File: src/rtl/operand_select_stage.sv
// Decode-to-execute operand select: forwarding resolution with hazard detection,
// fence.i / store-limit stall, and a valid/ready output register feeding EXE.
module operand_select_stage #(
    parameter int unsigned XLEN       = 32,
    parameter int unsigned NUM_FW     = 3,
    parameter int unsigned CTRL_W     = 64,
    parameter int unsigned MAX_STORES = 4
) (
    input  logic                     clk,
    input  logic                     rst_n,
    input  logic                     flush,
    input  logic                     in_valid,
    output logic                     in_ready,
    input  logic [XLEN-1:0]          in_pc,
    input  logic [31:0]              in_inst,
    input  logic [3:0]               in_op1_sel,
    input  logic [3:0]               in_op2_sel,
    input  logic [XLEN-1:0]          in_imm_i,
    input  logic [XLEN-1:0]          in_imm_s,
    input  logic [XLEN-1:0]          in_imm_j,
    input  logic [XLEN-1:0]          in_imm_u,
    input  logic [XLEN-1:0]          in_imm_z,
    input  logic                     in_use_rs1,
    input  logic                     in_use_rs2,
    input  logic                     in_mem_wen,
    input  logic                     in_fence_i,
    input  logic [CTRL_W-1:0]        in_ctrl,
    output logic [4:0]               rf_rs1_addr,
    output logic [4:0]               rf_rs2_addr,
    input  logic [XLEN-1:0]          rf_rs1_data,
    input  logic [XLEN-1:0]          rf_rs2_data,
    input  logic [NUM_FW-1:0]        fw_valid,
    input  logic [NUM_FW-1:0]        fw_can_forward,
    input  logic [5*NUM_FW-1:0]      fw_addr,
    input  logic [XLEN*NUM_FW-1:0]   fw_wdata,
    input  logic                     store_done,
    output logic                     out_valid,
    input  logic                     out_ready,
    output logic [XLEN-1:0]          out_pc,
    output logic [31:0]              out_inst,
    output logic [CTRL_W-1:0]        out_ctrl,
    output logic                     out_mem_wen,
    output logic [XLEN-1:0]          out_op1_data,
    output logic [XLEN-1:0]          out_op2_data,
    output logic [XLEN-1:0]          out_rs2_data,
    output logic                     dh_stall,
    output logic                     fence_stall,
    output logic [31:0]              stall_cycles
);

    localparam int unsigned CNT_W = $clog2(MAX_STORES + 1);

    localparam logic [3:0] OP1_RS1  = 4'd1;
    localparam logic [3:0] OP1_PC   = 4'd2;
    localparam logic [3:0] OP1_IMZ  = 4'd3;
    localparam logic [3:0] OP2_RS2W = 4'd1;
    localparam logic [3:0] OP2_IMI  = 4'd2;
    localparam logic [3:0] OP2_IMS  = 4'd3;
    localparam logic [3:0] OP2_IMJ  = 4'd4;
    localparam logic [3:0] OP2_IMU  = 4'd5;

    logic [4:0]        w_rs1;
    logic [4:0]        w_rs2;
    logic [XLEN-1:0]   w_rs1_data;
    logic [XLEN-1:0]   w_rs2_data;
    logic              w_hit1;
    logic              w_hit2;
    logic              w_haz1;
    logic              w_haz2;
    logic [XLEN-1:0]   w_op1;
    logic [XLEN-1:0]   w_op2;
    logic              w_accept;
    logic              w_out_hs;
    logic              w_cnt_inc;
    logic              w_cnt_dec;
    logic              w_cnt_full;

    logic              r_out_valid;
    logic [XLEN-1:0]   r_pc;
    logic [31:0]       r_inst;
    logic [CTRL_W-1:0] r_ctrl;
    logic              r_mem_wen;
    logic [XLEN-1:0]   r_op1;
    logic [XLEN-1:0]   r_op2;
    logic [XLEN-1:0]   r_rs2;
    logic [CNT_W-1:0]  r_cnt;
    logic [31:0]       r_stall_cycles;

    assign w_rs1       = in_inst[19:15];
    assign w_rs2       = in_inst[24:20];
    assign rf_rs1_addr = w_rs1;
    assign rf_rs2_addr = w_rs2;

    // Youngest matching source wins; x0 is hard-wired to zero and never hazarded.
    always_comb begin
        w_rs1_data = rf_rs1_data;
        w_rs2_data = rf_rs2_data;
        w_hit1     = 1'b0;
        w_hit2     = 1'b0;
        w_haz1     = 1'b0;
        w_haz2     = 1'b0;
        for (int i = 0; i < NUM_FW; i++) begin
            if (!w_hit1 && fw_valid[i] && (fw_addr[i*5 +: 5] == w_rs1)) begin
                w_hit1     = 1'b1;
                w_haz1     = !fw_can_forward[i];
                w_rs1_data = fw_wdata[i*XLEN +: XLEN];
            end
            if (!w_hit2 && fw_valid[i] && (fw_addr[i*5 +: 5] == w_rs2)) begin
                w_hit2     = 1'b1;
                w_haz2     = !fw_can_forward[i];
                w_rs2_data = fw_wdata[i*XLEN +: XLEN];
            end
        end
        if (w_rs1 == 5'd0) begin
            w_rs1_data = '0;
            w_haz1     = 1'b0;
        end
        if (w_rs2 == 5'd0) begin
            w_rs2_data = '0;
            w_haz2     = 1'b0;
        end
    end

    always_comb begin
        w_op1 = '0;
        case (in_op1_sel)
            OP1_RS1: w_op1 = w_rs1_data;
            OP1_PC:  w_op1 = in_pc;
            OP1_IMZ: w_op1 = in_imm_z;
            default: w_op1 = '0;
        endcase
    end

    always_comb begin
        w_op2 = '0;
        case (in_op2_sel)
            OP2_RS2W: w_op2 = w_rs2_data;
            OP2_IMI:  w_op2 = in_imm_i;
            OP2_IMS:  w_op2 = in_imm_s;
            OP2_IMJ:  w_op2 = in_imm_j;
            OP2_IMU:  w_op2 = in_imm_u;
            default:  w_op2 = '0;
        endcase
    end

    assign w_cnt_full  = (r_cnt == CNT_W'(MAX_STORES));
    assign dh_stall    = in_valid & ((in_use_rs1 & w_haz1) | (in_use_rs2 & w_haz2));
    // A store still sitting in the output register counts as outstanding for fence.i.
    assign fence_stall = in_valid & ((in_fence_i & ((r_cnt != '0) | (r_out_valid & r_mem_wen)))
                                   | (in_mem_wen & w_cnt_full));

    assign in_ready  = !r_out_valid | out_ready;
    assign w_accept  = in_valid & in_ready & !dh_stall & !fence_stall & !flush;
    assign w_out_hs  = r_out_valid & out_ready;
    assign w_cnt_inc = w_out_hs & r_mem_wen;
    assign w_cnt_dec = store_done & (r_cnt != '0);

    always_ff @(posedge clk or negedge rst_n) begin
        if (!rst_n) begin
            r_out_valid <= 1'b0;
            r_pc        <= '0;
            r_inst      <= '0;
            r_ctrl      <= '0;
            r_mem_wen   <= 1'b0;
            r_op1       <= '0;
            r_op2       <= '0;
            r_rs2       <= '0;
        end else begin
            if (flush) begin
                r_out_valid <= 1'b0;
            end else if (w_accept) begin
                r_out_valid <= 1'b1;
            end else if (w_out_hs) begin
                r_out_valid <= 1'b0;
            end
            if (w_accept) begin
                r_pc      <= in_pc;
                r_inst    <= in_inst;
                r_ctrl    <= in_ctrl;
                r_mem_wen <= in_mem_wen;
                r_op1     <= w_op1;
                r_op2     <= w_op2;
                r_rs2     <= w_rs2_data;
            end
        end
    end

    // Outstanding-store counter; clamps at MAX_STORES as a safety net.
    always_ff @(posedge clk or negedge rst_n) begin
        if (!rst_n) begin
            r_cnt <= '0;
        end else if (w_cnt_inc && !w_cnt_dec && !w_cnt_full) begin
            r_cnt <= r_cnt + CNT_W'(1);
        end else if (w_cnt_dec && !w_cnt_inc) begin
            r_cnt <= r_cnt - CNT_W'(1);
        end
    end

    always_ff @(posedge clk or negedge rst_n) begin
        if (!rst_n) begin
            r_stall_cycles <= '0;
        end else if ((dh_stall | fence_stall) && (r_stall_cycles != 32'hFFFF_FFFF)) begin
            r_stall_cycles <= r_stall_cycles + 32'd1;
        end
    end

    assign out_valid    = r_out_valid;
    assign out_pc       = r_pc;
    assign out_inst     = r_inst;
    assign out_ctrl     = r_ctrl;
    assign out_mem_wen  = r_mem_wen;
    assign out_op1_data = r_op1;
    assign out_op2_data = r_op2;
    assign out_rs2_data = r_rs2;
    assign stall_cycles = r_stall_cycles;

endmodule

File: config.mk
export PLATFORM = sky130hd
export DESIGN_NAME = operand_select_stage
export DESIGN_NICKNAME = d
export VERILOG_FILES = /design/src/rtl/operand_select_stage.sv
export SDC_FILE = /design/constraint.sdc
export NUM_CORES = 1
export LEC_CHECK = 0
export CORE_AREA = 2 2 296 298
export DETAILED_ROUTE_END_ITERATION = 8
export DIE_AREA = 0 0 298 300
export PLACE_DENSITY_LB_ADDON = 0.3
export RECOVER_POWER = 50
export SETUP_SLACK_MARGIN = 0.1
export SLEW_MARGIN = 20
export SYNTH_ARGS = -nofsm -noshare
export SYNTH_HDL_FRONTEND = slang
export SYNTH_SLANG_ARGS = --single-unit
File: constraint.sdc
create_clock -name clk -period 3.3 [get_ports clk]
set_input_delay 0.99 -clock clk [delete_from_list [all_inputs] [get_ports clk]]
set_output_delay 0.99 -clock clk [all_outputs]
set_load 0.05 [all_outputs]
Yosys cells after proc, flatten, opt, wreduce, memory -nomap -nowiden
Index checks and enable logic that the tools add are counted.
{"block": "op_classes", "bitwise_logic": 19, "n_addsub": 3, "reduce_logical": 33, "eq_ne": 16, "n_mux": 27}
{"operator": "32-bit two-way mux", "n": 8}
{"operator": "32-bit one-hot mux with 5 select lines", "n": 1}
{"operator": "32-bit one-hot mux with 3 select lines", "n": 1}
{"operator": "32-bit by 1-bit adder with 32-bit output (second input constant)", "n": 1}
{"operator": "32-bit != test (second input constant)", "n": 1}
{"operator": "5-bit equality test", "n": 6}
{"operator": "4-bit by 2-bit equality test with 1-bit output (second input constant)", "n": 4}
{"operator": "1-bit two-way mux", "n": 15}
{"operator": "1-bit bitwise AND", "n": 14}
{"operator": "1-bit logical AND", "n": 14}
{"operator": "1-bit logical NOT", "n": 14}
{"operator": "5-bit logical NOT", "n": 2}
{"operator": "4-bit by 1-bit equality test with 1-bit output (second input constant)", "n": 2}
{"operator": "4-bit by 3-bit equality test with 1-bit output (second input constant)", "n": 2}
{"operator": "3-bit two-way mux", "n": 2}
{"operator": "3-bit nonzero test", "n": 2}
{"operator": "1-bit bitwise OR", "n": 5}
{"operator": "3-bit by 1-bit adder with 3-bit output (second input constant)", "n": 1}
{"operator": "3-bit equality test (second input constant)", "n": 1}
{"operator": "3-bit by 1-bit subtractor with 3-bit output (second input constant)", "n": 1}
{"operator": "2-bit nonzero test", "n": 1}
{"block": "word_totals", "reg_bits": 261, "input_bits": 487, "out_inout_bits": 271, "elab_cells": 108}

Longest topological paths before layout
Gate-level depths: netlist (run 1).
{"block": "depth", "depth_word": 21, "depth_mapped": 11, "mapped_depth_nobuf": 9}

Least setup slack after synthesis (run 1)
Ideal clock, no wire load.
{"block": "synth_timing", "path_type": "input to output", "startpoint": "input in_inst[20]", "endpoint": "output dh_stall", "arrival_time_ns": 2.857, "required_time_ns": 2.310, "stages": 7, "n_path_buf": 1, "setup_slack_ns": -0.547, "cell_sequence": "buf_2 -> xnor2_1 -> nand3_1 -> or4_1 -> o311ai_1 -> a22oi_2 -> nor2b_1"}
{"block": "synth_via", "elab_chain_len": 15, "elab_cells_between_ends": 20, "cone_classes": "eq/ne (3); mux (6); bitwise (3); reduce/logical (8)"}
{"element": "start, declared", "line": "15", "source": "input logic [31:0] in_inst,"}
{"element": "5-bit equality test", "line": "108", "source": "if (!w_hit2 && fw_valid[i] && (fw_addr[i*5 +: 5] == w_rs2)) begin"}
{"element": "1-bit logical AND", "line": "108"}
{"element": "1-bit two-way mux", "line": "108"}
{"element": "1-bit logical NOT", "line": "108"}
{"element": "1-bit logical AND (2 in series)", "line": "108"}
{"element": "1-bit two-way mux", "line": "108"}
{"element": "1-bit logical NOT", "line": "108"}
{"element": "1-bit logical AND (2 in series)", "line": "108"}
{"element": "1-bit two-way mux", "line": "108"}
{"element": "1-bit two-way mux (*)", "line": "118", "source": "if (w_rs2 == 5'd0) begin"}
{"element": "1-bit bitwise AND (*)", "line": "147", "source": "assign dh_stall = in_valid & ((in_use_rs1 & w_haz1) | (in_use_rs2 & w_haz2));"}
{"element": "1-bit bitwise OR (*)", "line": "147"}
{"element": "1-bit bitwise AND (*)", "line": "147"}
{"element": "end, declared", "line": "46", "source": "output logic dh_stall,"}
Mark *: on every way between the ends. The rest lies on a longest branch, timed or not.

Worst setup path in the final report (run 1)
{"block": "layout_timing", "startpoint": "input fw_addr[7]", "endpoint": "output dh_stall"}
{"block": "layout_via", "elab_chain_len": 11, "elab_cells_between_ends": 22, "cone_classes": "eq/ne (2); mux (8); bitwise (4); reduce/logical (8)"}
{"element": "start, declared", "line": "34", "source": "input logic [5*NUM_FW-1:0] fw_addr,"}
{"element": "5-bit equality test, on equally long branches", "line": "103, 108"}
{"element": "1-bit logical AND, on equally long branches", "line": "103, 108"}
{"element": "1-bit two-way mux, on equally long branches", "line": "103, 108"}
{"element": "1-bit logical NOT, on equally long branches", "line": "103, 108"}
{"element": "1-bit logical AND, on equally long branches (2 in series)", "line": "103, 108"}
{"element": "1-bit two-way mux, on equally long branches", "line": "103, 108"}
{"element": "1-bit two-way mux, on equally long branches", "line": "114, 118"}
{"element": "1-bit bitwise AND", "line": "147"}
{"element": "1-bit bitwise OR (*)", "line": "147"}
{"element": "1-bit bitwise AND (*)", "line": "147"}
Marks and branches as above.

==> results of run 1 <==
==> metal layers <==
| layer | global-route usage (%) | wire length (µm) |
|---|---|---|
| met5 | 0 | 13 |
| met1 | 22.0 | 33700 |
| met2 | 31.8 | 41700 |
| met3 | 4.34 | 6310 |
| met4 | 5.20 | 2160 |
==> final cells by class <==
type / instances / area [µm²] / area share (%)
Antenna cell: 2 / 5.00 / 0.0194
Clock buffer: 49 / 1020 / 3.96
Clock inverter: 14 / 190 / 0.736
Inverter: 6 / 22.5 / 0.0872
Multi-Input combinational cell: 974 / 7340 / 28.4
Sequential cell: 261 / 6530 / 25.3
Tap cell: 1155 / 1450 / 5.59
Timing Repair Buffer: 933 / 9280 / 35.9
==> metrics by stage <==
stage / cells / TNS [ns] / hold slack, ns
after floorplan: 1356 / -0.0719 / 0.518
after global placement: 3316 / -189.05 / 0.466
after global routing: 3393 / -19.87 / 0.505
final: 3394 / -0.376 / 0.485
after detailed placement: 3316 / -186.49 / 0.471
after CTS: 3389 / -0.446 / 0.488
==> what timing repair did <==
| action | CTS | global route |
|---|---|---|
| endpoints found under the hold margin | 0 | 0 |
| gates resized for setup | 99 | 41 |
| endpoints found under the setup margin | 259 | 65 |
| pin swaps | 15 | 20 |
| setup buffers | 10 | 3 |
==> path summary, 6_finish.rpt <==
path / start / endpoint / slack [ns]
worst max-delay path: fw_addr[7] / dh_stall / -0.38
worst min-delay path: out_op2_data[18] / out_op2_data[18] / 0.49
worst max register to register: stall_cycles[8] / stall_cycles[13] / 0.75
worst min register to register: out_op2_data[18] / out_op2_data[18] / 0.49
max in group asynchronous: rst_n / out_rs2_data[0] / 0.32
min in group asynchronous: rst_n / out_ctrl[54] / 1.18
==> worst reg2reg max path: stages (launching register included) <==
cell and delay [ns]:
dfrtp_1 0.44, and4_1 0.31, nand4_2 0.24, nor4_2 0.40
and4_1 0.25, and2_1 0.16, nand2b_2 0.15, buf_4 0.23
nor4_2 0.08, xor2_1 0.16
==> state kept, by name, indices dropped and copies added (netlist names) <==
name,flops
stall_cycles,32
out_ctrl,64
out_pc,32
out_rs2_data,32
out_inst,32
out_op2_data,32
out_valid,1
out_mem_wen,1
r_cnt,3
out_op1_data,32
==> report_power, final <==
| group | total, µW | switching [µW] | internal [µW] |
|---|---|---|---|
| Clock | 4120 | 1630 | 2490 |
| Sequential | 5180 | 748 | 4430 |
| Combinational | 10400 | 6600 | 3790 |
| Total | 19700 | 8970 | 10700 |
==> cell usage after synthesis (4+ instances only) <==
cell type | instances | area share (%)
nor2_1 | 24 | 0.64
a222oi_1 | 64 | 4.5
and3_1 | 6 | 0.27
mux2_1 | 45 | 3.6
nand4_1 | 7 | 0.31
xnor2_1 | 16 | 0.99
clkbuf_1 | 55 | 1.5
nor4b_2 | 4 | 0.42
nand2_1 | 216 | 5.7
xor2_1 | 47 | 2.9
buf_2 | 26 | 0.92
buf_4 | 25 | 1.3
a22o_1 | 35 | 2.2
o21ai_1 | 5 | 0.18
nor4_2 | 10 | 0.88
nor3_1 | 24 | 0.85
mux2i_1 | 64 | 4.5
inv_1 | 6 | 0.16
a21oi_1 | 6 | 0.21
dfrtp_1 | 261 | 46
nand3_1 | 19 | 0.67
o21ai_0 | 188 | 6.7
or3_1 | 4 | 0.18
mux2_2 | 116 | 9.2
a221oi_1 | 29 | 1.8
buf_1 | 6 | 0.16
==> kinds of logic (layout without fill, tap and decap cells) <==
family | after synthesis | count (layout) | share of synthesized area (%)
AO/OA/AOI/OAI | 342 | 342 | 16.5
flip-flops | 261 | 261 | 46.2
buffers and inverters | 121 | 1002 | 4.26
AND/OR/NAND/NOR | 342 | 342 | 11.6
XOR/XNOR | 63 | 63 | 3.90
other | 0 | 2 | 0
multiplexers | 225 | 225 | 17.4
adder cells (fa/ha/maj) | 2 | 2 | 0.230
==> summary.txt, run 1 <==
Die
  – Die Wd: between 200 and 300 µm
  – I/O pin cnt: 758
  – Die Span Y: 300 µm
  – Core box area: about 86000 µm²
  – Row cnt: between 100 and 150
  – Initial Util: approximately 16%
  – Die outline area: roughly 89000 µm²

Clocking
  – CTS Hold Buffers Added: 0
  – Reg clk slew, reported paths: 0.05 ns
  – CTS Buf Count: 37
  – Clk buf depth: 3
  – TritonCTS clock tree: yes
  – Htree depth: 2
  – Clk_lat worst skew: roughly 0.54 ns
  – Clock Tree Root: clkbuf_16
  – Clock sink count: 261

GRT
  – Overflow left after global routing: 0
  – Largest net degree at the start of global routing: 80
  – Global Route Usage Sum: a little under a fifth
  – Initial antenna violation count: 5
  – Global-route wire length before repair: between 100000 and 150000 µm
  – Vias in the first global route: ~16k

Detailed routing
  – Antenna-violating nets left: 0
  – Final wirelength: 83900 µm
  – Via/cell ratio: approximately 4.4
  – Drt pass-1 iters: 7
  – Via count: 15.0k
  – Avg WL per Cell: roughly 25 µm
  – Drt drc: 0
  – DR iter-0 viols: between 1k and 1.5k

Setup path
  – Stages on worst setup path: 9
  – Critical path type: in -> out
  – CP Cell Sequence: buf_12 -> xor2_4 -> or3_4 -> o211ai_1 -> o311ai_4 -> a22oi_2 -> buf_6 -> nor2b_4 -> buf_8
  – Worst R2R Path Depth: 9
  – Critical path data required time: approximately 2.3 ns
  – Top Family by Delay on Critical Path: compound AO/OA/AOI/OAI gates
  – Slowest-stage cell, CP: or3_4
  – CP max FO: 2
  – Crit path launch type: input port
  – Max incr delay on CP: about 0.37 ns
  – Crit end category: output port
  – Crit path DAT: 2.69 ns
  – CP bufs+invs: 3

STA
  – Fmax: 0.272 GHz
  – Final Cycle Share: 111%
  – Slew HR: -60.0%
  – Final clock skew: 0.0108 ns
  – Final Slew Violations: 80
  – Final setup fails: 1
  – Worst-Margin Slew: about 2.4 ns
  – Crit path time final: about 3.7 ns
  – Final Hold Violating Endpoints: 0
  – Setup ws final: -0.376 ns
  – RSZ-0062 raised after global routing: true

Place
  – Cell Area, Placed: ~24000 µm²
  – Port Buf Inserts: 757
  – RePlAce Congestion: just under 1
  – Dpl ws: -0.979 ns
  – Detailed Place HPWL: ~67000 µm

Cells and area
  – Fill count: around 9.0k
  – Post-layout util: between 20% and 30%
  – Most frequent cells in the layout: clkdlybuf4s50_1 (708), dfrtp_1 (261), nand2_1 (215)
  – Commonest non-fill, non-tap cell in the layout: clkdlybuf4s50_1
  – Post-route design area: ~26000 µm²
  – Final nets: roughly 2.7k
  – Share of cells above drive strength 1: 19.6%
  – Area delta synth->final: 82.7%

Status
  – Failing checks: max-capacitance violations, max-slew violations, negative setup slack
  – Status: complete, but fails checks

Logic synthesis
  – Top FF cell, synth: dfrtp_1
  – Mapped Nets: 1845
  – EDFF count, synth: 0
  – Ys async rst share: 100%
  – Sequential fraction of the synthesis area: a little under half
  – Post-synthesis cell count: 1356
  – Yosys reg bits: ~260
  – Total number of yosys warnings: 0
  – Avg Cell Area, Syn: ~10 µm²
  – Synth Cell Area: 14100 µm²
  – Post-synth cell types: 58

Power and ir drop
  – Total power: approximately 20000 µW
  – Pleak: roughly 0.010 µW
  – Worst IR Drop VDD: a little under 0.5 mV
  – Cell Pwr Density: about 760 nW/µm²

Flow run
  – Maxcap violations: 1

Worst hold path
  – Hold Path Class: reg -> reg
  – Hold depth: 2
(Power assumes the default switching activity.)
==> run 2, diff against run 1 <==
clock period = 3.97 ns   (was 3.3 ns; I/O delays follow)
==> summary.txt, run 2 (synthesis results as in run 1) <==
Place
  – RePlAce Congestion: 0.974
  – Detailed Place HPWL: a little under 70000 µm
  – Port Buf Inserts: 757

Setup path
  – R2r startpoint: stall_cycles[8]
  – Critical path data required time: roughly 2.8 ns
  – Critical path type: in -> out
  – Reg2reg setup slack: around 0.97 ns
  – Crit path launch type: input port
  – Crit path DAT: 2.82 ns
  – Crit end category: output port
  – Crit path from: fw_addr[7]
  – CP max FO: 2

Status
  – Failing checks: max-capacitance violations, max-slew violations, negative setup slack
  – Status: complete, but fails checks

Die
  – Initial Util: between 10% and 20%
  – Row cnt: 108
  – Die Wd: 298 µm
  – I/O pin cnt: ~760
  – Die Span Y: 300 µm
  – Core box area: roughly 86000 µm²
  – Die outline area: 89400 µm²

Detailed routing
  – Drt drc: 0
  – DR iter-0 viols: about 1.4k
  – Antenna-violating nets left: 0
  – Via count: approximately 15k
  – Avg WL per Cell: 25.1 µm
  – Final wirelength: between 80000 and 90000 µm
  – Drt pass-1 iters: 9
  – Via/cell ratio: between 4 and 5

STA
  – Crit path time final: ~4 ns
  – Setup ws final: -0.0458 ns
  – TNS Setup: -0.0458 ns
  – Hold_ws: 0.480 ns
  – Final Hold Violating Endpoints: 0
  – RSZ-0062 raised after global routing: true
  – Fmax: around 0.25 GHz
  – Final Slew Violations: between 60 and 70
  – Final clock skew: 0.0202 ns
  – Worst-Margin Slew: between 2 and 2.5 ns
  – Slew HR: -37.8%
  – Final setup fails: 1
  – Final Cycle Share: 101%

Flow run
  – Maxcap violations: 1

Cells and area
  – Max reg flops: 64
  – Area delta synth->final: 82.7%
  – Final nets: about 2.7k
  – Area of the multi-input gates: roughly 7300 µm²
  – Fill count: 9017
  – Storage cell area: around 6500 µm²
  – Share of cells above drive strength 1: 19.4%
  – Commonest non-fill, non-tap cell in the layout: clkdlybuf4s50_1
  – Most frequent cells in the layout: clkdlybuf4s50_1 (592), dfrtp_1 (261), nand2_1 (214)

GRT
  – Largest net degree at the start of global routing: ~70
  – Initial antenna violation count: 10
  – Overflow left after global routing: 0
  – Global-route wire length before repair: 119000 µm
  – Vias in the first global route: roughly 16k
  – Global Route Usage Sum: 18.3%

Power and ir drop
  – Switching fraction of total power: between 40% and 50%
  – Worst IR Drop VDD: roughly 0.45 mV
  – Seq pwr share: a little over a quarter
  – Cell Pwr Density: between 600 and 700 nW/µm²
  – Clock power share: between 20% and 30%
  – Pleak: 0.0106 µW
  – Total power: between 15000 and 20000 µW
  – Logic pwr share: between 50% and 60%
  – NetSw: approximately 7400 µW
  – Internal power: ~8700 µW

Worst hold path
  – Hold Path Class: reg -> reg
  – Hold Startpoint: out_op2_data[9]

Clocking
  – TritonCTS clock tree: yes
  – Clk buf depth: 3
  – Clock Tree Root: clkbuf_16
  – Clk_lat worst skew: 0.56 ns
  – Htree depth: 2
  – CTS Buf Count: 37
  – Reg clk slew, reported paths: 0.06 ns
  – Clock sink count: 261
## run 2: layer usage
metal | vias to the layer above | part of all wire [%] | track usage (%)
met3 | 121 | 7.3 | 4.62
li1 | 6779 | - | -
met4 | 10 | 2.8 | 5.24
met2 | 650 | 49 | 31.6
met1 | 7596 | 41 | 22.5
met5 | - | 0.082 | 0
## run 2: stage by stage
step                      area, µm²  setup WS, ns  utilization, %  instances
final                         25800       -0.0458            30.0       3405
after global routing          25800        -0.107            30.0       3402
after CTS                     25900        -0.100            30.0       3399
after detailed placement      24500        -0.624            28.5       3322
after global placement        24500        -0.698            28.5       3322
after floorplan               14100         0.110               -       1356
## run 2: final timing paths
check                                   endpoint  cells past startpoint
min in group asynchronous           out_ctrl[50]                      1
worst max-delay path                    dh_stall                      9
worst min-delay path             out_op2_data[9]                      2
max in group asynchronous       out_op1_data[17]                      2
worst max register to register   stall_cycles[1]                      9
worst min register to register   out_op2_data[9]                      2
## run 2: area by class of cell
class,instances,area share [%]
antenna,3,0.0291
clock buffer,54,4.19
clock inverter,10,0.509
inverter,6,0.0872
multi-input combinational,974,28.1
sequential,261,25.3
tap,1155,5.59
timing repair buffer,942,36.2
## run 2: worst max-delay path: stages
cell      delay [ns]
buf_8           0.11
xor2_2          0.17
or3_1           0.37
o211ai_1        0.32
o311ai_4        0.14
a22oi_2         0.20
buf_6           0.14
nor2b_4         0.04
buf_12          0.14
## run 2: power groups by stage
stage,combinational (µW),clock [µW],sequential [µW]
floorplan,1440,0,7810
global placement,8610,0,4290
detailed placement,8630,0,4340
CTS,8670,3570,4310
global route,8670,3670,4410
finish,8380,3440,4280
## run 2: repair_timing
item | 4_1_cts | 5_1_grt
gates cloned | 0 | 0
buffers inserted | 13 | 3
gates resized for setup | 105 | 30
pin swaps | 16 | 16
endpoints found under the setup margin | 1 | 10
hold buffers | 0 | 0
